==> config.mk <==
export PLATFORM = sky130hd
export DESIGN_NAME = mult_unit
export DESIGN_NICKNAME = d
export VERILOG_FILES = /design/src/rtl/mult_unit_pkg.sv /design/src/rtl/mult_unit.sv
export SDC_FILE = /design/constraint.sdc
export NUM_CORES = 1
export LEC_CHECK = 0
export ABC_AREA = 1
export BUFFER_PORTS_ARGS = -buffer_cell sky130_fd_sc_hd__buf_4
export CORE_MARGIN = 3
export CORE_UTILIZATION = 40
export DETAILED_ROUTE_END_ITERATION = 10
export PLACE_DENSITY_LB_ADDON = 0.08
export SLEW_MARGIN = 0
export SYNTH_ARGS = -nofsm -noshare
export SYNTH_HDL_FRONTEND = slang
export SYNTH_SLANG_ARGS = --single-unit
==> constraint.sdc <==
create_clock -name clk -period 2.04 [get_ports clk]
set_input_delay 0.102 -clock clk [delete_from_list [all_inputs] [get_ports clk]]
set_output_delay 0.102 -clock clk [all_outputs]
set_load 0.02 [all_outputs]
==> src/rtl/mult_unit_pkg.sv <==
// Shared definitions for the HI/LO multiplier: FSM state encodings and the default operand width.
package mult_unit_pkg;

    localparam int MULT_WIDTH = 32;
    localparam int MULT_CNT_W = 6;

    typedef enum logic [1:0] {
        MULT_IDLE = 2'd0,
        MULT_RUN  = 2'd1,
        MULT_FIX  = 2'd2,
        MULT_DONE = 2'd3
    } mult_state_e;

endpackage

==> src/rtl/mult_unit.sv <==
// Iterative radix-2 shift-add multiplier. Signed operands are reduced to magnitudes,
// multiplied unsigned over WIDTH cycles, then the sign is restored in a single FIX cycle.
module mult_unit
    import mult_unit_pkg::*;
#(
    parameter int WIDTH = MULT_WIDTH,
    parameter int CNT_W = MULT_CNT_W
) (
    input  logic             clk,
    input  logic             reset,
    input  logic             start_mult,
    input  logic             mult_sign,
    input  logic [WIDTH-1:0] srca,
    input  logic [WIDTH-1:0] srcb,
    output logic             busy,
    output logic             done,
    output logic [WIDTH-1:0] hi,
    output logic [WIDTH-1:0] lo
);

    mult_state_e        state_q, state_d;
    logic [WIDTH-1:0]   mcand_q, mcand_d;
    logic [WIDTH-1:0]   mplier_q, mplier_d;
    logic [2*WIDTH:0]   acc_q, acc_d;
    logic [CNT_W-1:0]   cnt_q, cnt_d;
    logic               neg_q, neg_d;
    logic [WIDTH-1:0]   hi_q, hi_d;
    logic [WIDTH-1:0]   lo_q, lo_d;

    logic [WIDTH:0]     sum;
    logic [2*WIDTH-1:0] product;

    always_comb begin
        // NOTE: every signal gets a default first so no path through the case infers a latch.
        state_d  = state_q;
        mcand_d  = mcand_q;
        mplier_d = mplier_q;
        acc_d    = acc_q;
        cnt_d    = cnt_q;
        neg_d    = neg_q;
        hi_d     = hi_q;
        lo_d     = lo_q;

        // The upper half never exceeds WIDTH bits before the add, so WIDTH+1 bits hold the carry.
        sum     = acc_q[2*WIDTH:WIDTH] + {1'b0, mcand_q};
        product = neg_q ? -acc_q[2*WIDTH-1:0] : acc_q[2*WIDTH-1:0];

        unique case (state_q)
            MULT_IDLE, MULT_DONE: begin
                if (start_mult) begin
                    state_d  = MULT_RUN;
                    mcand_d  = (mult_sign && srca[WIDTH-1]) ? -srca : srca;
                    mplier_d = (mult_sign && srcb[WIDTH-1]) ? -srcb : srcb;
                    neg_d    = mult_sign & (srca[WIDTH-1] ^ srcb[WIDTH-1]);
                    acc_d    = '0;
                    cnt_d    = '0;
                end else begin
                    state_d  = MULT_IDLE;
                end
            end
            MULT_RUN: begin
                if (mplier_q[0]) begin
                    acc_d = {1'b0, sum, acc_q[WIDTH-1:1]};
                end else begin
                    acc_d = acc_q >> 1;
                end
                mplier_d = mplier_q >> 1;
                cnt_d    = cnt_q + 1'b1;
                if (cnt_q == CNT_W'(WIDTH - 1)) begin
                    state_d = MULT_FIX;
                end
            end
            MULT_FIX: begin
                hi_d    = product[2*WIDTH-1:WIDTH];
                lo_d    = product[WIDTH-1:0];
                state_d = MULT_DONE;
            end
            default: state_d = MULT_IDLE;
        endcase
    end

    // NOTE: sequential state uses non-blocking assignments so all flops update together at the edge.
    always_ff @(posedge clk) begin
        if (!reset) begin
            state_q <= MULT_IDLE;
        end else begin
            state_q <= state_d;
        end
    end

    always_ff @(posedge clk) begin
        if (!reset) begin
            mcand_q  <= '0;
            mplier_q <= '0;
            acc_q    <= '0;
            cnt_q    <= '0;
            neg_q    <= 1'b0;
            hi_q     <= '0;
            lo_q     <= '0;
        end else begin
            mcand_q  <= mcand_d;
            mplier_q <= mplier_d;
            acc_q    <= acc_d;
            cnt_q    <= cnt_d;
            neg_q    <= neg_d;
            hi_q     <= hi_d;
            lo_q     <= lo_d;
        end
    end

    assign busy = (state_q == MULT_RUN) || (state_q == MULT_FIX);
    assign done = (state_q == MULT_DONE);
    assign hi   = hi_q;
    assign lo   = lo_q;

endmodule

Word level (Yosys, flattened, before mapping). Index checks and enable logic that the tools add are counted.

Flip-flop bits (word level): 202. Logic and storage cells: 42.

Add/sub/neg operators: 5. Eq/ne operators: 6. Muxes and demuxes: 13. Bitwise logic cells: 2. Reductions and logical operators: 8.

Operators by type and width (count): 65-bit one-hot mux with 2 select lines (1); 64-bit two-way mux (2); 32-bit two-way mux (3); 65-bit two-way mux (1); 32-bit negator (2); 64-bit negator (1); 32-bit one-hot mux with 2 select lines (1); 33-bit by 32-bit adder with 33-bit output (1); 6-bit one-hot mux with 2 select lines (1); 6-bit by 1-bit adder with 6-bit output (second input constant) (1); 6-bit by 5-bit == test with 1-bit output (second input constant) (1); 6-bit two-way mux (1); 2-bit one-hot mux with 3 select lines (1); 2-bit == test (second input constant) (2); 2-bit != test (second input constant) (2); 2-bit AND reduction (2); 2-bit by 1-bit == test with 1-bit output (second input constant) (1); 1-bit logical AND (2); 2-bit logical NOT (1); 2-bit two-way mux (1); 2-bit nonzero test (1); 2-bit OR reduction (1); 1-bit AND (1); 1-bit logical OR (1); 2 further kinds (2).

Depth between registers and ports, before layout. Gate-level depths: netlist of the first run.

Depth in word-level cells: 4. Gate-level depth with buffers: 15. Gate-level depth less buffers: 15.

Worst setup path before layout of the first run. OpenSTA, ideal clock, no wires.

Path kind: register to register. Start point: register acc_q[32]. End point: register acc_q[59]. Arrival: 1.837 ns. Data required time: 1.908 ns. Slack: 0.071 ns. Stages on the path, launching flop included: 14. Buffers on the path: 0. Cells stage by stage: dfxtp_1 -> ha_1 -> inv_1 -> fa_1 -> inv_1 -> nand3_1 -> nand3_1 -> nand3_1 -> nand3_1 -> nand2_1 -> nand3_1 -> nand3_1 -> nand2_1 -> a21oi_1.

Word-level cells in the longest chain between the ends: 3.

RTL lines: from (decl) (line mult_unit.sv:24) `logic [2*WIDTH:0] acc_q, acc_d;`; from (signal assigned) (line mult_unit.sv:95) `acc_q <= '0;`; from (signal assigned) (line mult_unit.sv:103) `acc_q <= acc_d;`; 33-bit by 32-bit adder with 33-bit output (line mult_unit.sv:45) `sum = acc_q[2*WIDTH:WIDTH] + {1'b0, mcand_q};`; 64-bit two-way mux (line mult_unit.sv:62) `if (mplier_q[0]) begin`; 65-bit one-hot mux with 2 select lines (line mult_unit.sv:48) `unique case (state_q)`.

Every way passes these cells. A chain may end at the register's enable or synchronous reset.

Worst setup path in the final report of the first run.
Start point: register acc_q[16]. End point: register hi_q[24], in the netlist hi[24].

Word-level cells in the longest chain between the ends: 2.

RTL lines: 64-bit negator (line mult_unit.sv:46) `product = neg_q ? -acc_q[2*WIDTH-1:0] : acc_q[2*WIDTH-1:0];`; 64-bit two-way mux (line mult_unit.sv:46); to (signal assigned) (line mult_unit.sv:106) `hi_q <= hi_d;`; to (decl) (line mult_unit.sv:27) `logic [WIDTH-1:0] hi_q, hi_d;`.

Every way passes these cells.

==> results of run 1 <==
flip-flops by register name (all words and copies together) (netlist names):
register and flops:
neg_q 1, acc_q 64, cnt_q 6, hi 32, lo 32, state_q 2, mcand_q 32, mplier_q 32
power groups by stage:
stage                     logic [uW]  registers [uW]  clock network, uW
after CTS                       6580            5200               4710
after floorplan                 3710            5540                  0
final                           6890            5230               4580
after global routing            7680            5310               4860
after global placement          6440            5260                  0
after detailed placement        6460            5270                  0
tightest hold or removal path: cells and delay by family:
| kind | cells | cell delay, ns |
|---|---|---|
| buffers and inverters | 2 | 0.15 |
| AO/OA/AOI/OAI | 2 | 0.24 |
worst max path at each step:
stage / to / slack, ns
final: hi[24]$_SDFFE_PN0P_ / 0.04
after global routing: hi[8]$_SDFFE_PN0P_ / -0.09
after floorplan: acc_q[59]$_SDFFE_PN0P_ / 0.07
after CTS: acc_q[61]$_SDFFE_PN0P_ / 0.003
after detailed placement: acc_q[59]$_SDFFE_PN0P_ / 0.0008
after global placement: acc_q[59]$_SDFFE_PN0P_ / 0.03
layout make-up:
| type | instances | area share (%) |
|---|---|---|
| tap | 448 | 3.05 |
| timing repair buffer | 342 | 15.5 |
| clock buffer | 31 | 3.75 |
| inverter | 318 | 6.64 |
| multi-input combinational | 1750 | 48.2 |
| sequential | 201 | 22.0 |
| clock inverter | 9 | 0.764 |
cell families after synthesis:
| logic type | count (synthesis) | share of synthesized area (%) |
|---|---|---|
| XOR/XNOR | 52 | 3.26 |
| flip-flops | 201 | 28.8 |
| adder cells (fa/ha/maj) | 40 | 3.63 |
| AND/OR/NAND/NOR | 1228 | 36.4 |
| AO/OA/AOI/OAI | 430 | 16.9 |
| buffers and inverters | 407 | 11.1 |
layer usage:
layer / vias to the layer above / part of all wire (%) / track usage (%)
li1: 8135 / - / -
met1: 7233 / 46 / 36.5
met2: 449 / 45 / 42.6
met3: 78 / 6.3 / 4.10
met4: 0 / 2.7 / 7.04
met5: - / 0 / 0
through the flow:
stage          utilization [%]  instance area, um^2
2_1_floorplan                -                14000
3_3_place_gp              48.2                16400
3_5_place_dp              48.2                16400
4_1_cts                   52.3                17800
5_1_grt                   54.0                18400
6_report                  54.0                18400
layout by cell type, fill, tap and decap left out, types with 5 or more instances in the layout:
master	instances
sky130_fd_sc_hd__a21oi_1	205
sky130_fd_sc_hd__nor3_2	5
sky130_fd_sc_hd__nand2_1	655
sky130_fd_sc_hd__nor2_2	30
sky130_fd_sc_hd__inv_1	301
sky130_fd_sc_hd__nand4_1	39
sky130_fd_sc_hd__nand3_1	134
sky130_fd_sc_hd__inv_2	6
sky130_fd_sc_hd__o221ai_1	17
sky130_fd_sc_hd__dfxtp_2	17
sky130_fd_sc_hd__xnor2_1	7
sky130_fd_sc_hd__o21ai_1	15
sky130_fd_sc_hd__clkbuf_16	27
sky130_fd_sc_hd__buf_12	9
sky130_fd_sc_hd__or2_2	9
sky130_fd_sc_hd__dlygate4sd3_1	55
sky130_fd_sc_hd__dfxtp_1	184
sky130_fd_sc_hd__nor2_1	275
sky130_fd_sc_hd__ha_4	11
sky130_fd_sc_hd__a31oi_1	5
sky130_fd_sc_hd__nand3b_1	7
sky130_fd_sc_hd__o21ai_0	131
sky130_fd_sc_hd__nand3_2	10
sky130_fd_sc_hd__ha_1	26
sky130_fd_sc_hd__buf_4	276
sky130_fd_sc_hd__nand2_2	18
sky130_fd_sc_hd__xor2_1	44
sky130_fd_sc_hd__clkinvlp_4	7
sky130_fd_sc_hd__nor3_1	24
sky130_fd_sc_hd__a21oi_2	9
sky130_fd_sc_hd__nor2_4	8
sky130_fd_sc_hd__o211ai_1	30
timing repair:
item | 4_1_cts | 5_1_grt
setup buffers | 0 | 13
hold endpoints to repair | 60 | 0
pin swaps | 0 | 23
cloned | 0 | 2
endpoints found under the setup margin | 4 | 67
gates resized for setup | 2 | 125
hold buffers | 55 | 0
==> out/summary.md, run 1 <==
The logs give 49900 um for the total wire length and 0 for the count of maximum capacitance violations. In the final timing run, aggregate negative setup slack is 0 ns. The die footprint was 37200 um^2; the setup clock skew after layout was 0.0152 ns. In this run the horizontal extent of the chip is 193 um. After detailed routing, the average wire length per cell comes to 16.1 um. The tools report the launch point of the worst path as acc_q[16]$_SDFFE_PN0P_. The run finished, with violations left. The worst hold path depth was 4; the count of warnings emitted by yosys was 0.

The maximum frequency from static timing analysis was 501 MHz. The worst register-to-register path begins at acc_q[16]$_SDFFE_PN0P_. The proportion of netlist area held by the largest area contributor is 28.8%, and the transition time at the pin with the least slew margin is 0.722 ns. The critical path goes through nor2_1, nand3_1, nor2_1, nand2_1, nor2_2, nand2_1, nand2_1, nand2_1, nand2_1, o211ai_1, nand2_1, inv_1. The tools report the worst setup margin as 0.0443 ns. Among all cell types in the netlist, the one instantiated most often is sky130_fd_sc_hd__nand2_1.

In this run, synthesis inferred 0 flip-flops with an integrated enable. Entering global routing, the biggest net connects 60 pins. For this run, design rule violations remaining after detail routing come to 0.

Dividing total power by cell area gives a power density of 910 nW/um^2. The tools report the worst endpoint required time as 2.49 ns. In this run the number of cells on the critical path is 12. OpenSTA, run right after detailed placement, puts the worst setup slack at 0.000767 ns. The arrival time of the worst setup path was 2.45 ns. The minimum hold slack is -0.00367 ns. The worst hold path belongs to the class input port to flop. Counting flops with an async set or reset pin after synthesis yields a share of 0%. The endpoint of the worst-slack reg-to-reg timing path was hi[24]$_SDFFE_PN0P_. Portion of the post-synthesis area used by sequential elements: 28.8%. The number of global-route vias before repair was 14.8k. The setup path with the least slack is of type flop to flop. Detailed placement ended at an HPWL of 37900 um. The initial antenna violation count was 0; the buffer and inverter count on the worst path was 1. Number of distinct library cells after synthesis: 46. Placed instance count: 2989. TritonCTS built the clock tree. The highest cell delay on the worst timing path is 0.37 ns. For the design internal power, the log shows 10100 uW.

Among the stages of the critical path, the cell type that occurs most often is sky130_fd_sc_hd__nand2_1. The tools report the clock share of power as 27.4%. Counting along the longest clock path gives a buffer depth of 3.

Buffers placed on the I/O ports in this run total 133. The critical path's slowest cell is sky130_fd_sc_hd__dfxtp_1. Dividing the detail-routed via count by the number of cells gives 5.13.

Top cell type by total area after synthesis: sky130_fd_sc_hd__dfxtp_1. The final reports fail on hold timing. In this run the standard cell core region covers 34000 um^2.

The initialized floorplan defines 67 standard-cell rows. The final cell count without fillers was 3099. For this run the aggregate overflow at the end of global routing stands at 0. After technology mapping, the gate count stands at 2358. The tree is rooted in a sky130_fd_sc_hd__clkbuf_16. Of all nets on the critical path, the largest fanout is 5. The routed layout has 15.9k vias.

In this run the tightest slew margin relative to its limit is 51.8%. Summed over all nets, the switching power comes to 6620 uW. In this design, the largest share of critical-path delay is due to simple AND/OR/NAND/NOR gates. For the first-iteration detailed-routing DRC count, the log shows 973. After layout, the worst path uses 97.8% of the clock period. The worst setup path is launched from a flop. The filler cells instantiated in the layout total 3471. In the final design database the tool counted 2746 nets. Number of routed nets with antenna violations: 0. Sorting the synthesized cells by area gives the leading types as sky130_fd_sc_hd__dfxtp_1 29%, sky130_fd_sc_hd__nand2_1 18%, sky130_fd_sc_hd__inv_1 8.4%. Registers take 4050 um^2.

0 antenna diodes ended up in the layout. The worst-case IR drop observed on VDD is 0.648 mV. In the synthesized netlist, the cells that appear most often are 672 x sky130_fd_sc_hd__nand2_1, 312 x sky130_fd_sc_hd__inv_1, 307 x sky130_fd_sc_hd__nor2_1. The reported leakage power is 0.00919 uW, and the count of pins on the block boundary is 134.

Power comes to 16700 uW. From bottom edge to top edge, the die measures 193 um. The tools report the multi-input logic area as 8840 um^2.

The post-synthesis sequential element count was 201. The final number of setup-violating endpoints is 0, and the share of final-layout standard cells stronger than drive strength 1 is 17.9%. For the number of sinks on the clock net, the log shows 201.

The combined area of all synthesized cells is 14000 um^2. The congestion estimate from routability-driven global placement came to 0.950. The final critical path time including I/O delays and setup was 2.00 ns. Setup repair after global routing could not meet its margin everywhere. Synthesized area divided by synthesized cell count: 5.93 um^2. The sequential power share came out at 31.3%.

The latest clock arrival within the worst-skew pair was 0.55 ns; the combinational power share was 41.3%. After clock tree synthesis, the clock-pin slew on the worst setup and hold paths is 0.06 ns. Primary flip-flop cell chosen by synthesis mapping: sky130_fd_sc_hd__dfxtp_1. The signed area change from the synthesized netlist to the final layout was 31.2%; the total clock buffers created by CTS was 25.

The element type at the critical path end is a flop. The internal reg-to-reg setup slack was 0.04 ns; the deepest level of the CTS H-tree was 1. For this run, the total global-route usage over all layers was measured as 26.3%.

For this configuration, the core starts out at a cell density of 41.2%. Net switching is 39.6% of the power. In this run the most critical hold path is launched from srcb[19]. The number of pins with negative max-slew slack in the final report is 0. Measured in cells, the most critical reg-to-reg path has a length of 12. The run gives 1 as the count of endpoints failing hold in the final timing report. The path with the worst hold slack has its endpoint at mplier_q[19]$_SDFFE_PN0P_.

The global-route wire length before repair was 78300 um; the number of search-and-repair iterations in the first detailed-routing pass was 5. Synthesis produced a netlist with a net count of 2466.
Power figures use the tool's default switching activity.
==> run 2: changes to the inputs <==
--- a/config.mk
+++ b/config.mk
@@ -11,6 +11,7 @@
 export CORE_UTILIZATION = 40
 export DETAILED_ROUTE_END_ITERATION = 10
 export PLACE_DENSITY_LB_ADDON = 0.08
+export RECOVER_POWER = 50
 export SLEW_MARGIN = 0
 export SYNTH_ARGS = -nofsm -noshare
 export SYNTH_HDL_FRONTEND = slang
==> run 2 against run 1 <==
  * The run now ends clean
  * Sequential share of layout area grew 0.32 points
  * Die area is the same
  * Combinational power shrank 4.5%
  * First-iteration DRC count grew 11%
  * Clock power is essentially flat
  * Worst hold slack gained 0.016 ns
  * Core utilization shrank 0.77 points
  * Critical path type unchanged
==> out/summary.md, run 2 (synthesis gave the netlist of run 1 again) <==
The run finished with clean final reports. The flip-flop count of the largest register after layout is 64 (unchanged), and the remaining design rule violation count is 0 (unchanged). Core utilization of the finished layout: 53.3% (-0.77 points). The largest fanout on the critical path is 5 (unchanged).

The worst hold path begins at srcb[23]. The number of routed nets with antenna violations was 0 (unchanged); the final critical path time including I/O delays and setup was 2.00 ns (+0.00714 ns). The height of the chip came out at 193 um (unchanged). The number of search-and-repair iterations in the first detailed-routing pass is 5 (unchanged), and the total routing resource utilization after global routing is 26.3% (unchanged). The leftover overflow at the end of global routing came out at 0 (unchanged). The startpoint identified for the worst register-to-register timing path is acc_q[16]$_SDFFE_PN0P_. The logs give 0 (unchanged) for the initial antenna violation count and 0 (unchanged) for the number of pins with negative max-slew slack in the final report.

The deepest level of the CTS H-tree was 1 (unchanged). The first-iteration detailed-routing DRC count was 1082 (+11%); the post-DP HPWL was 37900 um (unchanged). The most flop-heavy register was acc_q. The tools report the startpoint type of the worst setup path as a flop.

Die footprint: 37200 um^2 (unchanged). The largest buffer count on any clock path was 3 (unchanged). Compared with the post-synthesis result, the final layout area differs by 29.4%. The ratio of final minimum period to clock period came out at 98.2% (+0.35 points).

TritonCTS built the clock tree. The worst endpoint required time was 2.49 ns (about the same); the reported leakage power was 0.00891 uW (-3.0%). The starting density of the core was 41.2% (unchanged). In this run the worst hold path is classified as input port to flop. In the layout the commonest cells are 655 x sky130_fd_sc_hd__nand2_1, 302 x sky130_fd_sc_hd__inv_1, 275 x sky130_fd_sc_hd__nor2_1. For the global-route wire length before repair, the log shows 78300 um (unchanged). The buffer type at the clock tree root was sky130_fd_sc_hd__clkbuf_16. Launch point of the worst path: acc_q[16]$_SDFFE_PN0P_.

The setup clock skew after layout was 0.0155 ns (+0.000329 ns). The post-detailed-route wirelength per cell is 16.1 um (about the same). The run gives 60 (unchanged) as the pin count of the biggest net entering global routing. The run gives 0.950 (unchanged) as the global placement routability congestion.

The run gives 499 MHz (-0.36%) as the maximum frequency from static timing analysis. The total clock buffers created by CTS was 25 (unchanged); the sum of internal, switching and leakage power was 16400 uW (-1.8%). Setup repair after global routing could not meet its margin everywhere. The library cell used most frequently in the layout, excluding fill and tap cells, is sky130_fd_sc_hd__nand2_1.

The site row count is 67 (unchanged). The core area is 34000 um^2 (unchanged). The transition time at the pin with the least slew margin is 0.730 ns (+0.00778 ns). Count of antenna diodes in the layout: 0 (unchanged). The run gives 49900 um (about the same) as the total wire length. The count of endpoints failing hold in the final timing report is 0 (-1), and the number of global-route vias before repair is 14.8k (unchanged). The start-to-end type of the worst setup path was flop to flop.

The clock-pin slew on the worst setup and hold paths was 0.06 ns (about the same). The run gives 0 (unchanged) as the final number of setup-violating endpoints. The maximum resistive drop on vdd is 0.644 mV (-0.64%). The minimum hold slack was 0.0121 ns (+0.0157 ns); the power density normalized to cell area was 906 nW/um^2 (-0.43%). The run gives 201 (unchanged) as the number of sinks on the clock net. The number of buffer cells added on primary ports is 133 (unchanged), and the remaining max-slew budget at the tightest pin is 51.3% (-0.52 points). For the count of maximum capacitance violations, the log shows 0 (unchanged). The mean number of vias per cell works out to 5.12 (about the same). For the arrival time of the worst setup path, the log shows 2.45 ns (about the same). The tools report the net count of the finished layout as 2746 (unchanged). The share of final-layout standard cells stronger than drive strength 1 came out at 15.4% (-2.5 points).

The count of pins on the block boundary came out at 134 (unchanged). The latest clock arrival within the worst-skew pair is 0.55 ns (about the same). The worst setup path is captured at a flop. Final-layout fill cell count: 3546 (+2.2%). The width of the chip was 193 um (unchanged); the total vias in the final route was 15.9k (-0.094%).
[run 2: cell types whose count changed in the layout (fill, tap and decap cells not counted), sizes merged]
cell / delta
buf: -67
clkbuf: +67
[run 2: stage by stage]
stage / cells / area, um^2 / setup TNS, ns / setup WS (ns)
5_1_grt: 3099 / 18100 / -0.575 / -0.0913
3_3_place_gp: 2989 / 16400 / 0 / 0.0270
2_1_floorplan: 2358 / 14000 / 0 / 0.0707
4_1_cts: 3084 / 17800 / 0 / 0.00343
6_report: 3099 / 18100 / 0 / 0.0372
3_5_place_dp: 2989 / 16400 / 0 / 0.000767
[run 2: routing by layer]
layer	up-vias	global-route usage (%)	share of wire (%)
met4	0	7.04	2.6
li1	8143	-	-
met1	7212	36.5	46
met3	76	4.10	6.2
met2	449	42.6	45
met5	-	0	0
[run 2: where the power goes]
group	switching, uW	leakage (uW)	internal (uW)	total [uW]
Combinational	4270	0.00686	2310	6580
Sequential	513	0.00165	4700	5220
Clock	1830	0.000403	2750	4590
Total	6620	0.00891	9770	16400
[run 2: layout make-up]
class | count | area [um^2] | share of cell area [%]
Timing Repair Buffer | 342 | 2590 | 14.3
Sequential cell | 201 | 4050 | 22.4
Inverter | 318 | 1220 | 6.74
Clock buffer | 31 | 688 | 3.80
Clock inverter | 9 | 140 | 0.775
Tap cell | 448 | 561 | 3.10
Multi-Input combinational cell | 1750 | 8840 | 48.9
[run 2: critical path, stage by stage, from the launching register on]
cell	delay, ns
sky130_fd_sc_hd__dfxtp_1	0.37
sky130_fd_sc_hd__nor2_1	0.21
sky130_fd_sc_hd__nand3_1	0.20
sky130_fd_sc_hd__nor2_1	0.28
sky130_fd_sc_hd__nand2_1	0.10
sky130_fd_sc_hd__nor2_2	0.21
sky130_fd_sc_hd__nand2_1	0.09
sky130_fd_sc_hd__nand2_1	0.06
sky130_fd_sc_hd__nand2_1	0.05
sky130_fd_sc_hd__nand2_1	0.05
sky130_fd_sc_hd__o211ai_1	0.14
sky130_fd_sc_hd__nand2_1	0.10
sky130_fd_sc_hd__inv_1	0.04
[run 2: worst paths after layout]
kind,cells past startpoint,to,slack [ns]
worst min register to register,2,acc_q[0]$_SDFFE_PN0P_,0.47
worst max-delay path,12,hi[24]$_SDFFE_PN0P_,0.04
worst max register to register,12,hi[24]$_SDFFE_PN0P_,0.04
worst min-delay path,4,mplier_q[23]$_SDFFE_PN0P_,0.01
[run 2: timing repair]
action                                 4_1_cts  5_1_grt
resized for setup                            2      125
endpoints found under the hold margin       60        0
gates cloned                                 0        2
setup endpoints to repair                    4       67
hold buffers                                55        0
pin swaps                                    0       23
setup buffers                                0       13
==> run 3: changes to the inputs <==
--- a/config.mk
+++ b/config.mk
@@ -8,7 +8,7 @@
 export ABC_AREA = 1
 export BUFFER_PORTS_ARGS = -buffer_cell sky130_fd_sc_hd__buf_4
 export CORE_MARGIN = 3
-export CORE_UTILIZATION = 40
+export CORE_UTILIZATION = 50
 export DETAILED_ROUTE_END_ITERATION = 10
 export PLACE_DENSITY_LB_ADDON = 0.08
 export RECOVER_POWER = 50
==> run 3 against run 2 <==
  * Final cell count fell by 3.9%
  * Total power fell by 2.9%
  * Via count fell by 0.55%
  * Fmax rose by 0.98%
  * Critical path type unchanged
==> out/summary.md, run 3 (synthesis gave the netlist of run 1 again) <==
The run finished with clean final reports. The core area was 27300 um^2 (-20%). The number of sinks on the clock net is 201 (unchanged), and the largest fanout on the critical path is 6 (+1). The leading cell type in the layout, fill and taps excluded was sky130_fd_sc_hd__nand2_1.

For the number of pins with negative max-slew slack in the final report, the log shows 0 (unchanged). Counting flops per register, the top entry is acc_q. The worst hold path endpoint is mcand_q[31]$_SDFFE_PN0P_. The mean number of vias per cell works out to 5.30 (+3.5%). The logs give 30000 um^2 (-19%) for the die footprint and 40.9% (-10 points) for the remaining max-slew budget at the tightest pin. The share of final-layout standard cells stronger than drive strength 1 works out to 12.3% (-3.1 points). The total wire length is 45400 um (-9.1%), and the ratio of final minimum period to clock period is 97.2% (-0.95 points). The endpoint identified for the worst register-to-register timing path is hi[0]$_SDFFE_PN0P_.

The logs give 504 MHz (+0.98%) for the maximum frequency from static timing analysis and 2.46 ns (-0.03 ns) for the worst endpoint required time. The count of pins on the block boundary was 134 (unchanged). The highest cell delay on the worst timing path was 0.33 ns (-0.04 ns).

The count of maximum capacitance violations is 0 (unchanged), and the site row count is 60 (-10%). The logs give 2.40 ns (-0.05 ns) for the arrival time of the worst setup path and 1.01 (+6.8%) for the global placement routability congestion. The count of antenna diodes in the layout came out at 0 (unchanged). The net count of the finished layout was 2700 (-1.7%). Traced cell by cell, the critical path runs through inv_2, ha_4, inv_4, nor3_4, nand2_4, nor2_8, nand2_4, nand2_4, nand2_4, a21oi_4, buf_6, nor2_2, o21ai_1, inv_1. The core utilization of the finished layout is 64.0% (+11 points), and the signed area change from the synthesized netlist to the final layout is 24.7%.

The worst-case reg-to-reg path depth was 14 (+2). For the final number of setup-violating endpoints, the log shows 0 (unchanged). Setup repair after global routing could not meet its margin everywhere. The tools report the launch point of the worst path as acc_q[0]$_SDFFE_PN0P_. For the sum of internal, switching and leakage power, the log shows 15900 uW (-2.9%).

The number of search-and-repair iterations in the first detailed-routing pass is 6 (+1), and the power density normalized to cell area is 913 nW/um^2 (+0.75%). Maximum resistive drop on vdd: 0.744 mV (+16%). The clock-pin slew on the worst setup and hold paths came out at 0.06 ns (about the same). The worst setup path is launched from a flop. Post-DP HPWL: 33800 um (-11%). The total vias in the final route is 15.8k (-0.55%), and the number of buffer cells added on primary ports is 133 (unchanged).

The latest clock arrival within the worst-skew pair is 0.54 ns (about the same). The logs give 0 (unchanged) for the leftover overflow at the end of global routing and 0.0215 ns (+0.00600 ns) for the setup clock skew after layout. Critical path's slowest cell: sky130_fd_sc_hd__dfxtp_2.

TritonCTS built the clock tree. The worst register-to-register path begins at acc_q[0]$_SDFFE_PN0P_. The flip-flop count of the largest register after layout is 64 (unchanged). The tools report the pin count of the biggest net entering global routing as 75 (+25%). Remaining design rule violation count: 0 (unchanged). STA classifies the critical path endpoint as a flop. The tools report the deepest level of the CTS H-tree as 1 (unchanged). Final cell count without fillers: 2979 (-3.9%). The total clock buffers created by CTS was 24 (-4.0%); the worst slack at placement was -0.0340 ns (-0.0348 ns). The height of the chip was 173 um (-10%); the global-route wire length before repair was 71800 um (-8.3%).

The tree is rooted in a sky130_fd_sc_hd__clkbuf_16. Cell type with the highest occurrence count on the critical path: sky130_fd_sc_hd__nand2_4. The starting density of the core is 51.3% (+10 points), and the largest buffer count on any clock path is 3 (unchanged).

The critical path in this run is classified as flop to flop. The total routing resource utilization after global routing was 28.3% (+2.1 points); the final critical path time including I/O delays and setup was 1.98 ns (-0.0194 ns). The logs give 0.0130 ns (+0.000884 ns) for the minimum hold slack and 1405 (+30%) for the first-iteration detailed-routing DRC count. The run gives 14.4k (-2.5%) as the number of global-route vias before repair. The width of the chip works out to 173 um (-10%). In this run the most critical hold path is launched from srca[28]. The worst setup margin was 0.0566 ns (+0.0194 ns); the number of routed nets with antenna violations was 0 (unchanged). Internal reg-to-reg setup slack: 0.06 ns (+0.02 ns). The reported leakage power came out at 0.00861 uW (-3.4%). The count of endpoints failing hold in the final timing report was 0 (unchanged); the transition time at the pin with the least slew margin was 0.887 ns (+0.156 ns). The post-detailed-route wirelength per cell was 15.2 um (-5.5%).

The initial antenna violation count is 0 (unchanged), and the worst hold path depth is 5 (+1). The tools report the placed instance count as 2875 (-3.8%). The top cell types in the final layout, fill and taps aside, are 659 x sky130_fd_sc_hd__nand2_1, 305 x sky130_fd_sc_hd__inv_1, 293 x sky130_fd_sc_hd__nor2_1.

The path class of the tightest hold or removal check is input port to flop.
## run 3: changes by cell type in the layout (fill, tap and decap cells not counted), moves of 4 or more
cell / delta
sky130_fd_sc_hd__buf_4: -41
sky130_fd_sc_hd__nor2_1: +18
sky130_fd_sc_hd__nor2_2: -16
sky130_fd_sc_hd__dfxtp_1: +12
sky130_fd_sc_hd__dfxtp_2: -12
sky130_fd_sc_hd__a21oi_1: +5
sky130_fd_sc_hd__a21oi_2: -5
sky130_fd_sc_hd__clkinvlp_4: -5
sky130_fd_sc_hd__nand2_1: +4
## run 3: worst max-delay path: cells and delay by family (launching register included)
family	cells	cell delay (ns)
adder cells (fa/ha/maj)	1	0.13
AND/OR/NAND/NOR	7	0.85
buffers and inverters	4	0.30
flip-flops	1	0.33
AO/OA/AOI/OAI	2	0.26
## run 3: stage by stage
step,setup TNS (ns),cell area (um^2)
4_1_cts,-0.0168,17300
6_report,0,17400
3_3_place_gp,-0.0270,15900
5_1_grt,-0.824,17400
3_5_place_dp,-0.0568,15900
2_1_floorplan,0,14000
## run 3: what timing repair did
item,4_1_cts,5_1_grt
cloned,0,1
gates resized for setup,4,84
setup endpoints to repair,9,104
endpoints found under the hold margin,57,0
pin swaps,0,16
hold buffers,53,0
buffers inserted,3,6
## run 3: where the power goes
part | internal [uW] | switching, uW | leakage (uW) | total (uW)
logic | 2230 | 4170 | 0.00658 | 6400
clock network | 2560 | 1760 | 0.000390 | 4310
registers | 4700 | 508 | 0.00164 | 5200
total | 9480 | 6440 | 0.00861 | 15900
## run 3: how the worst max path moves through the flow
stage / to / slack (ns)
6_report: hi[0]$_SDFFE_PN0P_ / 0.06
5_1_grt: hi[8]$_SDFFE_PN0P_ / -0.09
4_1_cts: acc_q[40]$_SDFFE_PN0P_ / -0.02
3_5_place_dp: acc_q[40]$_SDFFE_PN0P_ / -0.03
3_3_place_gp: acc_q[40]$_SDFFE_PN0P_ / -0.03
2_1_floorplan: acc_q[59]$_SDFFE_PN0P_ / 0.07
## run 3: layer usage
| layer | GRT usage, % | vias up | wire length (um) |
|---|---|---|---|
| li1 | - | 8037 | - |
| met1 | 39.5 | 7121 | 20400 |
| met2 | 45.1 | 544 | 20200 |
| met3 | 4.53 | 91 | 3430 |
| met4 | 8.65 | 0 | 1340 |
| met5 | 0 | - | 0 |
## run 3: cell type report
type	instances	area (um^2)
fill	2684	9820
sequential	201	4030
clock inverter	11	126
inverter	318	1210
tap	372	465
timing repair buffer	297	2220
clock buffer	30	663
multi-input combinational	1750	8720
